## src/rtl/arp_tx_queued.sv

```systemverilog
// ARP request/reply transmitter: request FIFO, GMII byte stream, external CRC32 hookup.
// Optional gratuitous-ARP timer is compiled in when ARP_TX_GARP_EN is defined.
module arp_tx_queued #(
  parameter logic [47:0] BOARD_MAC   = 48'h00_11_22_33_44_55,
  parameter logic [31:0] BOARD_IP    = {8'd192, 8'd168, 8'd1, 8'd10},
  parameter logic [47:0] DES_MAC     = 48'hff_ff_ff_ff_ff_ff,
  parameter logic [31:0] DES_IP      = {8'd192, 8'd168, 8'd1, 8'd102},
  parameter int          QUEUE_AW    = 2,
  parameter int          IFG_CYCLES  = 12,
  parameter int          GARP_PERIOD = 125_000_000
) (
  input  logic        clk,
  input  logic        resetn,
  input  logic        req_valid,
  output logic        req_ready,
  input  logic        req_type,
  input  logic [47:0] req_mac,
  input  logic [31:0] req_ip,
  input  logic [31:0] crc_data,
  input  logic [7:0]  crc_next,
  output logic        gmii_txd_valid,
  output logic [7:0]  gmii_txd_data,
  output logic        crc_en,
  output logic        crc_clr,
  output logic        tx_done,
  output logic        busy,
  output logic [2:0]  fsm_state
);

  // Handshake: a request is taken on every rising edge where req_valid && req_ready;
  // req_ready depends only on queue occupancy, never on req_valid.

  localparam int                DEPTH    = 2 ** QUEUE_AW;
  localparam int                ENTRY_W  = 1 + 48 + 32;
  localparam logic [QUEUE_AW:0] Q_FULL   = (QUEUE_AW + 1)'(DEPTH);
  localparam logic [7:0]        IFG_LAST = 8'((IFG_CYCLES > 1) ? IFG_CYCLES - 2 : 0);

  typedef enum logic [2:0] {
    IDLE     = 3'd0,
    PREAMBLE = 3'd1,
    ETH_HEAD = 3'd2,
    ARP_DATA = 3'd3,
    CRC      = 3'd4,
    IFG      = 3'd5
  } state_t;

  state_t             state;
  logic [6:0]         idx;
  logic [6:0]         nidx;
  logic [7:0]         gap_cnt;

  logic [ENTRY_W-1:0] mem [DEPTH];
  logic [QUEUE_AW-1:0] wr_ptr;
  logic [QUEUE_AW-1:0] rd_ptr;
  logic [QUEUE_AW:0]  q_count;
  logic               q_nonempty;
  logic               push;
  logic               pop;
  logic               start;
  logic               garp_pend;
  logic               garp_take;

  logic [ENTRY_W-1:0] head;
  logic               h_type;
  logic [47:0]        h_mac;
  logic [31:0]        h_ip;
  logic               h_dflt;

  logic               cur_op;
  logic [47:0]        cur_dmac;
  logic [47:0]        cur_tmac;
  logic [31:0]        cur_tip;
  logic [479:0]       hdr;
  logic [479:0]       hdr_shift;
  logic [6:0]         hdr_sel;
  logic [7:0]         next_byte;
  logic               unused_sig;

  function automatic logic [7:0] rev8(input logic [7:0] v);
    logic [7:0] r;
    for (int i = 0; i < 8; i++) r[i] = v[7-i];
    return r;
  endfunction

  assign q_nonempty = (q_count != '0);
  assign req_ready  = (q_count != Q_FULL);
  assign push       = req_valid && req_ready;
  assign start      = (state == IDLE) && (garp_pend || q_nonempty);
  assign garp_take  = (state == IDLE) && garp_pend;
  assign pop        = (state == IDLE) && !garp_pend && q_nonempty;

  assign head                   = mem[rd_ptr];
  assign {h_type, h_mac, h_ip}  = head;
  assign h_dflt                 = (h_mac == '0) && (h_ip == '0);

  assign busy       = (state != IDLE);
  assign fsm_state  = state;
  assign unused_sig = ^{crc_data[31:24], garp_take};

  always_ff @(posedge clk) begin
    if (push) mem[wr_ptr] <= {req_type, req_mac, req_ip};
  end

  always_ff @(posedge clk or negedge resetn) begin
    if (!resetn) begin
      wr_ptr  <= '0;
      rd_ptr  <= '0;
      q_count <= '0;
    end else begin
      if (push) wr_ptr <= wr_ptr + 1'b1;
      if (pop)  rd_ptr <= rd_ptr + 1'b1;
      case ({push, pop})
        2'b10:   q_count <= q_count + 1'b1;
        2'b01:   q_count <= q_count - 1'b1;
        default: q_count <= q_count;
      endcase
    end
  end

`ifdef ARP_TX_GARP_EN
  localparam int            GW     = (GARP_PERIOD > 2) ? $clog2(GARP_PERIOD) : 1;
  localparam logic [GW-1:0] G_LAST = GW'(GARP_PERIOD - 1);

  logic [GW-1:0] garp_timer;
  logic          garp_hit;

  assign garp_hit = (garp_timer == G_LAST);

  // An expiry while a gratuitous frame is still pending folds into that one.
  always_ff @(posedge clk or negedge resetn) begin
    if (!resetn) begin
      garp_timer <= '0;
      garp_pend  <= 1'b0;
    end else begin
      garp_timer <= garp_hit ? '0 : garp_timer + 1'b1;
      garp_pend  <= (garp_pend && !garp_take) || garp_hit;
    end
  end
`else
  assign garp_pend = 1'b0;
`endif

  // 60 header+payload bytes, first byte in the top lane.
  assign hdr = {cur_dmac, BOARD_MAC, 16'h0806, 16'h0001, 16'h0800, 8'h06, 8'h04, 8'h00,
                cur_op ? 8'h02 : 8'h01, BOARD_MAC, BOARD_IP, cur_tmac, cur_tip, 144'h0};

  assign nidx      = idx + 7'd1;
  assign hdr_sel   = nidx - 7'd8;
  assign hdr_shift = hdr << (8 * hdr_sel);

  always_comb begin
    next_byte = 8'h55;
    if (nidx == 7'd7)      next_byte = 8'hd5;
    else if (nidx >= 7'd8) next_byte = hdr_shift[479:472];
  end

  // Outputs are registered: each edge loads the byte that goes on the wire next cycle.
  always_ff @(posedge clk or negedge resetn) begin
    if (!resetn) begin
      state          <= IDLE;
      idx            <= '0;
      gap_cnt        <= '0;
      gmii_txd_valid <= 1'b0;
      gmii_txd_data  <= '0;
      crc_en         <= 1'b0;
      crc_clr        <= 1'b0;
      tx_done        <= 1'b0;
      cur_op         <= 1'b0;
      cur_dmac       <= '0;
      cur_tmac       <= '0;
      cur_tip        <= '0;
    end else begin
      tx_done <= 1'b0;
      crc_clr <= 1'b0;
      case (state)
        IDLE: begin
          if (start) begin
            state          <= PREAMBLE;
            idx            <= '0;
            gmii_txd_valid <= 1'b1;
            gmii_txd_data  <= 8'h55;
            if (garp_pend) begin
              cur_op   <= 1'b0;
              cur_dmac <= 48'hff_ff_ff_ff_ff_ff;
              cur_tmac <= '0;
              cur_tip  <= BOARD_IP;
            end else if (h_dflt) begin
              cur_op   <= h_type;
              cur_dmac <= DES_MAC;
              cur_tmac <= DES_MAC;
              cur_tip  <= DES_IP;
            end else begin
              cur_op   <= h_type;
              cur_dmac <= h_mac;
              cur_tmac <= h_mac;
              cur_tip  <= h_ip;
            end
          end
        end
        PREAMBLE, ETH_HEAD, ARP_DATA: begin
          idx <= nidx;
          if (nidx == 7'd68) begin
            // crc_next already folds in the last payload byte on the wire.
            state         <= CRC;
            crc_en        <= 1'b0;
            gmii_txd_data <= rev8(~crc_next);
          end else begin
            gmii_txd_data <= next_byte;
            crc_en        <= (nidx >= 7'd8);
            if (nidx == 7'd8)       state <= ETH_HEAD;
            else if (nidx == 7'd22) state <= ARP_DATA;
          end
        end
        CRC: begin
          if (idx == 7'd71) begin
            gmii_txd_valid <= 1'b0;
            gmii_txd_data  <= '0;
            tx_done        <= 1'b1;
            crc_clr        <= 1'b1;
            gap_cnt        <= '0;
            state          <= (IFG_CYCLES > 1) ? IFG : IDLE;
          end else begin
            idx <= nidx;
            case (nidx)
              7'd69:   gmii_txd_data <= rev8(~crc_data[23:16]);
              7'd70:   gmii_txd_data <= rev8(~crc_data[15:8]);
              default: gmii_txd_data <= rev8(~crc_data[7:0]);
            endcase
          end
        end
        IFG: begin
          // The IDLE cycle that launches the next frame is the last gap cycle.
          if (gap_cnt == IFG_LAST) state <= IDLE;
          else                     gap_cnt <= gap_cnt + 8'd1;
        end
        default: state <= IDLE;
      endcase
    end
  end

endmodule

```

## config.mk

```make
export PLATFORM = sky130hd
export DESIGN_NAME = arp_tx_queued
export DESIGN_NICKNAME = d
export VERILOG_FILES = /design/src/rtl/arp_tx_queued.sv
export SDC_FILE = /design/constraint.sdc
export NUM_CORES = 1
export LEC_CHECK = 0
export CORE_UTILIZATION = 50
export DETAILED_ROUTE_END_ITERATION = 8
export HOLD_SLACK_MARGIN = 0.03
export PLACE_DENSITY = 0.7
export SLEW_MARGIN = 10
export SYNTH_ARGS = -nofsm -noshare
export SYNTH_HDL_FRONTEND = slang
export SYNTH_SLANG_ARGS = --single-unit
```

## constraint.sdc

```tcl
create_clock -name clk -period 3.5 [get_ports clk]
set_input_delay 0.7 -clock clk [delete_from_list [all_inputs] [get_ports clk]]
set_output_delay 0.7 -clock clk [all_outputs]
set_load 0.03 [all_outputs]
```

Word level (Yosys, flattened, before mapping)
Memory sizes are Yosys's and may differ from the RTL's.
Cells that the tools add are included.
- shifts and indexed selects: 1
- multipliers: 0
- bitwise logic cells: 4
- eq/ne operators: 22
- reduce and logical (&&, ||, !) cells: 19
- divide/modulo/power cells: 0
- add/sub/neg operators: 7
- order comparisons: 1
- muxes and demuxes: 32
- operators with widths (cell ; count):
    480-bit by 10-bit << shifter with 480-bit output ; 1
    8-bit two-way mux ; 7
    48-bit zero test ; 1
    48-bit two-way mux ; 1
    32-bit zero test ; 1
    32-bit two-way mux ; 1
    8-bit NOT ; 4
    8-bit case mux with 2 select lines ; 2
    7-bit == test, second input constant ; 4
    8-bit case mux with 3 select lines ; 1
    7-bit case mux with 3 select lines ; 1
    3-bit two-way mux ; 6
    7-bit two-way mux ; 2
    3-bit case mux with 4 select lines ; 1
    2-bit != test, second input constant ; 5
    3-bit AND reduction ; 3
    3-bit nonzero test ; 3
    8-bit by 1-bit adder with 8-bit output, second input constant ; 1
    8-bit by 4-bit == test with 1-bit output, second input constant ; 1
    7-bit by 1-bit adder with 7-bit output, second input constant ; 1
    7-bit by 3-bit == test with 1-bit output, second input constant ; 1
    7-bit by 4-bit == test with 1-bit output, second input constant ; 1
    7-bit by 5-bit == test with 1-bit output, second input constant ; 1
    7-bit by 4-bit greater-or-equal comparator with 1-bit output, second input constant ; 1
    21 further kinds ; 35
- input bits: 124
- latch bits: 0
- ROM bits: 0
- register bits: 117
- RAM bits: 324
- memories kept: 1
- output and inout bits: 17
- memories (memory ; depth ; bits a word ; rd ports ; clocked after Yosys merged registers in ; wr ports ; line ; text):
    mem ; 4 ; 81 ; 1 ; 0 ; 1 ; 52 ; logic [ENTRY_W-1:0] mem [DEPTH];

Logic depth before layout (Yosys ltp)
- word-level depth: 7
- mapped depth: 13

Least setup slack after synthesis
No wires, ideal clock.
- path type: reg-to-reg
- from: register q_count[0]
- to: memory mem[1][0] (netlist bit) (enable)
- stages on the path, launching flop included: 4
- path slack: 0.275 ns
- data arrival time: 2.776 ns
- data required time: 3.051 ns
- buffers on the path: 0
- setup time: 0.449 ns
- path through: dfrtp_1 -> inv_1 -> nand3_1 -> and3_1
- cells in the longest elaborated chain, start to end: 4
- RTL lines (element ; line ; text):
    start: declaration ; 55 ; logic [QUEUE_AW:0] q_count;
    start signal: assignment ; 113 ; 2'b10: q_count <= q_count + 1'b1;
    start signal: assignment ; 114 ; 2'b01: q_count <= q_count - 1'b1;
    start signal: assignment ; 115 ; default: q_count <= q_count;
    3-bit != test ; 86 ; assign req_ready = (q_count != Q_FULL);
    named net req_ready ; 15 ; output logic req_ready,
    1-bit logical AND ; 87 ; assign push = req_valid && req_ready;
    1-bit two-way mux ; 101 ; if (push) mem[wr_ptr] <= {req_type, req_mac, req_ip};
    1-bit two-way mux (not written as such) ; 101 ;
    end: declaration ; 52 ;
The timed path passes the listed nets, and every way through them passes these cells.

Worst setup path in the final report
- from: register rd_ptr[0]
- to: register cur_tmac[13]
- cells in the longest elaborated chain, start to end: 4
- RTL lines (element ; line ; text):
    start: declaration ; 54 ; logic [QUEUE_AW-1:0] rd_ptr;
    start signal: assignment ; 111 ; if (pop) rd_ptr <= rd_ptr + 1'b1;
    memory 4 x 81 bit (*) ; n/a ;
    48-bit zero test / 32-bit zero test (equally long branches) ; 94 ; assign h_dflt = (h_mac == '0) && (h_ip == '0);
    1-bit logical AND ; 94 ;
    48-bit two-way mux (*) ; 187 ; end else if (h_dflt) begin
    end signal: assignment ; 195 ; cur_tmac <= h_mac;
    end: declaration ; 71 ; logic [47:0] cur_tmac;
Every way passes the cells marked *; elsewhere a longest branch is shown, timed or not.
A chain may end at the register's enable or synchronous reset.

==> results.json <==
{
  "worstSkewPairLatency_ns": 0.56,
  "top_layer_used": "met4",
  "clk_pin_slew_ns": 0.06,
  "die_h_um": 191.9,
  "io_buffers": 132,
  "layout-drive-gt1-share": 0.1839,
  "worst_ir_drop_vdd_mv": 0.5559,
  "route.final.wire_length_mm": 39.12,
  "design.portCount": 141,
  "rsz_0062_raised_after_global_routing": "no",
  "h-tree-depth": 2,
  "mapped_nets": 1173,
  "clock_tree.buffer_depth": 3,
  "cts_made_buffers": 45,
  "final-setup-viol-count": 0,
  "met2WireLength_mm": 19.19,
  "dr.pass1.iters": 5,
  "holdWs_ns": 0.1622,
  "layout_commonest_cell": "edfxtp_1",
  "antenna_violating_nets_left": 0,
  "register_share_of_total_power": 0.409,
  "cellInternalPower_w": 0.01256,
  "final.fill_count": 2577,
  "grt_max_degree": 85,
  "post-route-period-util": 0.9479,
  "post_synth_inst_count": 1035,
  "critical_path.reg2reg.endpoint": "cur_tmac[13]",
  "synth.ff_latch_count": 441,
  "synth.top_cells.by_area": "edfxtp_1 54%, dfrtp_1 16%, mux4_2 11%",
  "setup.reg_to_reg.worst_slack_ns": 0.18,
  "via_count": 10030,
  "first_global_vias": 10170,
  "wl_met1_mm": 16.77,
  "post-cts-setup-buffer-count": 0,
  "std_cell_rows": 69,
  "cts_root_buf": "clkbuf_16",
  "asyncSetResetFlopFracSynth": 0.2653,
  "die_area_um2": 36820,
  "adder_and_majority_gate_portion_of_the_synthesized_area": 0.01013,
  "fraction_of_the_yosys_area_taken_by_sequential_cells": 0.7021,
  "setup_tns_ns": 0,
  "synth_simple_gate_area_share": 0.04816,
  "largest_area_contributor_in_the_netlist": "edfxtp_1",
  "endpoint_of_the_most_critical_setup_path": "cur_tmac[13]",
  "outcome": "finished clean",
  "yosys_warnings": 0,
  "cts_tree": "done",
  "netlist_area_um2": 18030,
  "worstMarginPinSlew_ns": 0.6767,
  "fin_skew_ns": 0.02108,
  "timing.setup.critical_path_class": "reg2reg",
  "die_width_um": 191.9,
  "hpwl_mm": 25.35,
  "share_clk_of_total_power": 0.238,
  "synth_enable_flop_cells": 324,
  "fp.coreArea_um2": 35480,
  "fraction_of_the_mapped_netlist_area_in_compound_gates": 0.06919,
  "crit_fanout": 48,
  "critical_path.reg2reg.startpoint": "rd_ptr[0]",
  "worstRegToRegCells": 8,
  "cts_hold_buf": 0,
  "timing.slew.headroom": 0.5459,
  "antenna_violations_before_repair": 0,
  "final.setup.worst_slack_ns": 0.1825,
  "power.combinational.fraction": 0.353,
  "routedWlPerCell_um": 23.15,
  "finalWorstPathRequiredPeriod_ns": 3.318,
  "dr_wl_met3_mm": 2.285,
  "cp_startpoint": "rd_ptr[0]",
  "grt_usage": 0.2184,
  "post_cts_resize_count": 0,
  "most_frequent_cells_in_the_layout": "324 x edfxtp_1, 131 x clkdlybuf4s50_1, 114 x dfrtp_1",
  "startpoint_type": "flip-flop",
  "grt_pass1_wl_mm": 59.91,
  "synth_cell_types": 62,
  "detail_route.drc_violations": 0,
  "p_sw_w": 0.006186,
  "synth.area.mux_share": 0.1394,
  "layout-area-overhead-vs-synth_pct": 19.20,
  "detail_route.vias_per_cell": 5.935,
  "drt_first_iter_violations": 758,
  "hold_viol_final": 0,
  "final_nets": 1331,
  "clock-sinks": 441,
  "sort_of_element_at_the_end_of_the_critical_path": "flip-flop",
  "dominantRegCellSynth": "edfxtp_1",
  "static_leak_nw": 7.482,
  "postSynthAreaPerCell_um2": 17.42,
  "synth_top_family_by_area": "multiplexers",
  "cap_viol_max_count": 0,
  "power.density_nw_per_um2": 872.4,
  "gp_congestion": 0.9274,
  "preCtsSetupSlack_ns": 0.2131,
  "achievable-frequency_ghz": 0.3014,
  "num_antenna_cells": 0,
  "timing.critical_path.required_ns": 3.98,
  "initial_utilization": 0.5081,
  "post-synth-top-area-fraction": 0.5397,
  "min-delay-path-class": "in2async",
  "yosys.area_share.xor_xnor": 0.01221,
  "power.share.switching": 0.3300,
  "final-max-slew-violation-count": 0,
  "cp_data_arrival_time_ns": 3.80,
  "global_route.overflow_total": 0
}
[metal layers]
layer  track usage  vias to the layer above
li1              -                     4489
met4       0.06074                        0
met2        0.3560                      316
met5             0                        -
met1        0.3046                     5171
met3       0.03764                       54
[cell families (layout without fill, tap and decap cells)]
family / Yosys count / count (layout)
XOR/XNOR: 22 / 22
multiplexers: 140 / 140
AND/OR/NAND/NOR: 173 / 173
flip-flops: 441 / 441
buffers and inverters: 76 / 270
AO/OA/AOI/OAI: 169 / 169
adder cells (fa/ha/maj): 14 / 14
[final cells by class]
| class | instances | area, um2 | share of cell area |
|---|---|---|---|
| timing repair buffer | 165 | 1704 | 0.07930 |
| clock inverter | 29 | 196.4 | 0.009141 |
| multi-input combinational | 518 | 5074 | 0.2361 |
| tap | 461 | 576.8 | 0.02684 |
| clock buffer | 54 | 1191 | 0.05543 |
| inverter | 22 | 82.58 | 0.003843 |
| sequential | 441 | 12670 | 0.5894 |
[critical path, stage by stage, from the launching register on]
cell     delay [ns]
dfrtp_4        0.60
buf_12         0.25
mux4_2         0.60
nor4_1         0.35
nand4_1        0.18
or4_1          0.61
o21ai_4        0.19
buf_12         0.25
o22a_1         0.17
[synthesized netlist by cell type (19+ instances only)]
cell type  count
nor4_1        21
inv_1         21
o21ai_0       28
dfrtp_1      117
clkbuf_1      30
mux2_2        28
edfxtp_1     324
a21oi_1       19
mux2i_1       26
nor2_1        30
nand2_1       47
o22a_1        62
mux4_2        86
[state kept, by name, indices dropped and copies added (netlist names)]
register	flops
cur_tip	32
wr_ptr	2
idx	7
q_count	3
crc_en	1
mem	324
gmii_txd_data	8
fsm_state	3
gmii_txd_valid	1
cur_op	1
rd_ptr	2
gap_cnt	8
tx_done	1
cur_tmac	48
[power by group through the flow]
| stage | clock network (W) | registers, W | logic [W] |
|---|---|---|---|
| floorplan | 0 | 0.00757 | 0.00459 |
| global placement | 0 | 0.00770 | 0.00658 |
| detailed placement | 0 | 0.00777 | 0.00665 |
| CTS | 0.00455 | 0.00768 | 0.00670 |
| global route | 0.00476 | 0.00780 | 0.00711 |
| finish | 0.00446 | 0.00767 | 0.00661 |
[per-stage QoR]
step	utilization	power [W]	cell area [um2]	instances
final	0.6057	0.01875	21490	1690
after CTS	0.6057	0.01893	21490	1690
after global routing	0.6057	0.01966	21490	1690
after detailed placement	0.5666	0.01442	20100	1607
after global placement	0.5666	0.01428	20100	1607
after floorplan	-	0.01216	18030	1035
[worst min path at each step]
stage / startpoint / to / cells after the start
3_3_place_gp: cur_tmac[40] / cur_tmac[40] / 1
4_1_cts: resetn / q_count[1] / 1
6_report: resetn / q_count[2] / 1
2_1_floorplan: resetn / crc_en / 0
5_1_grt: resetn / q_count[1] / 1
3_5_place_dp: cur_tip[15] / cur_tip[15] / 1
No activity file was read; power rests on OpenSTA's default activity.
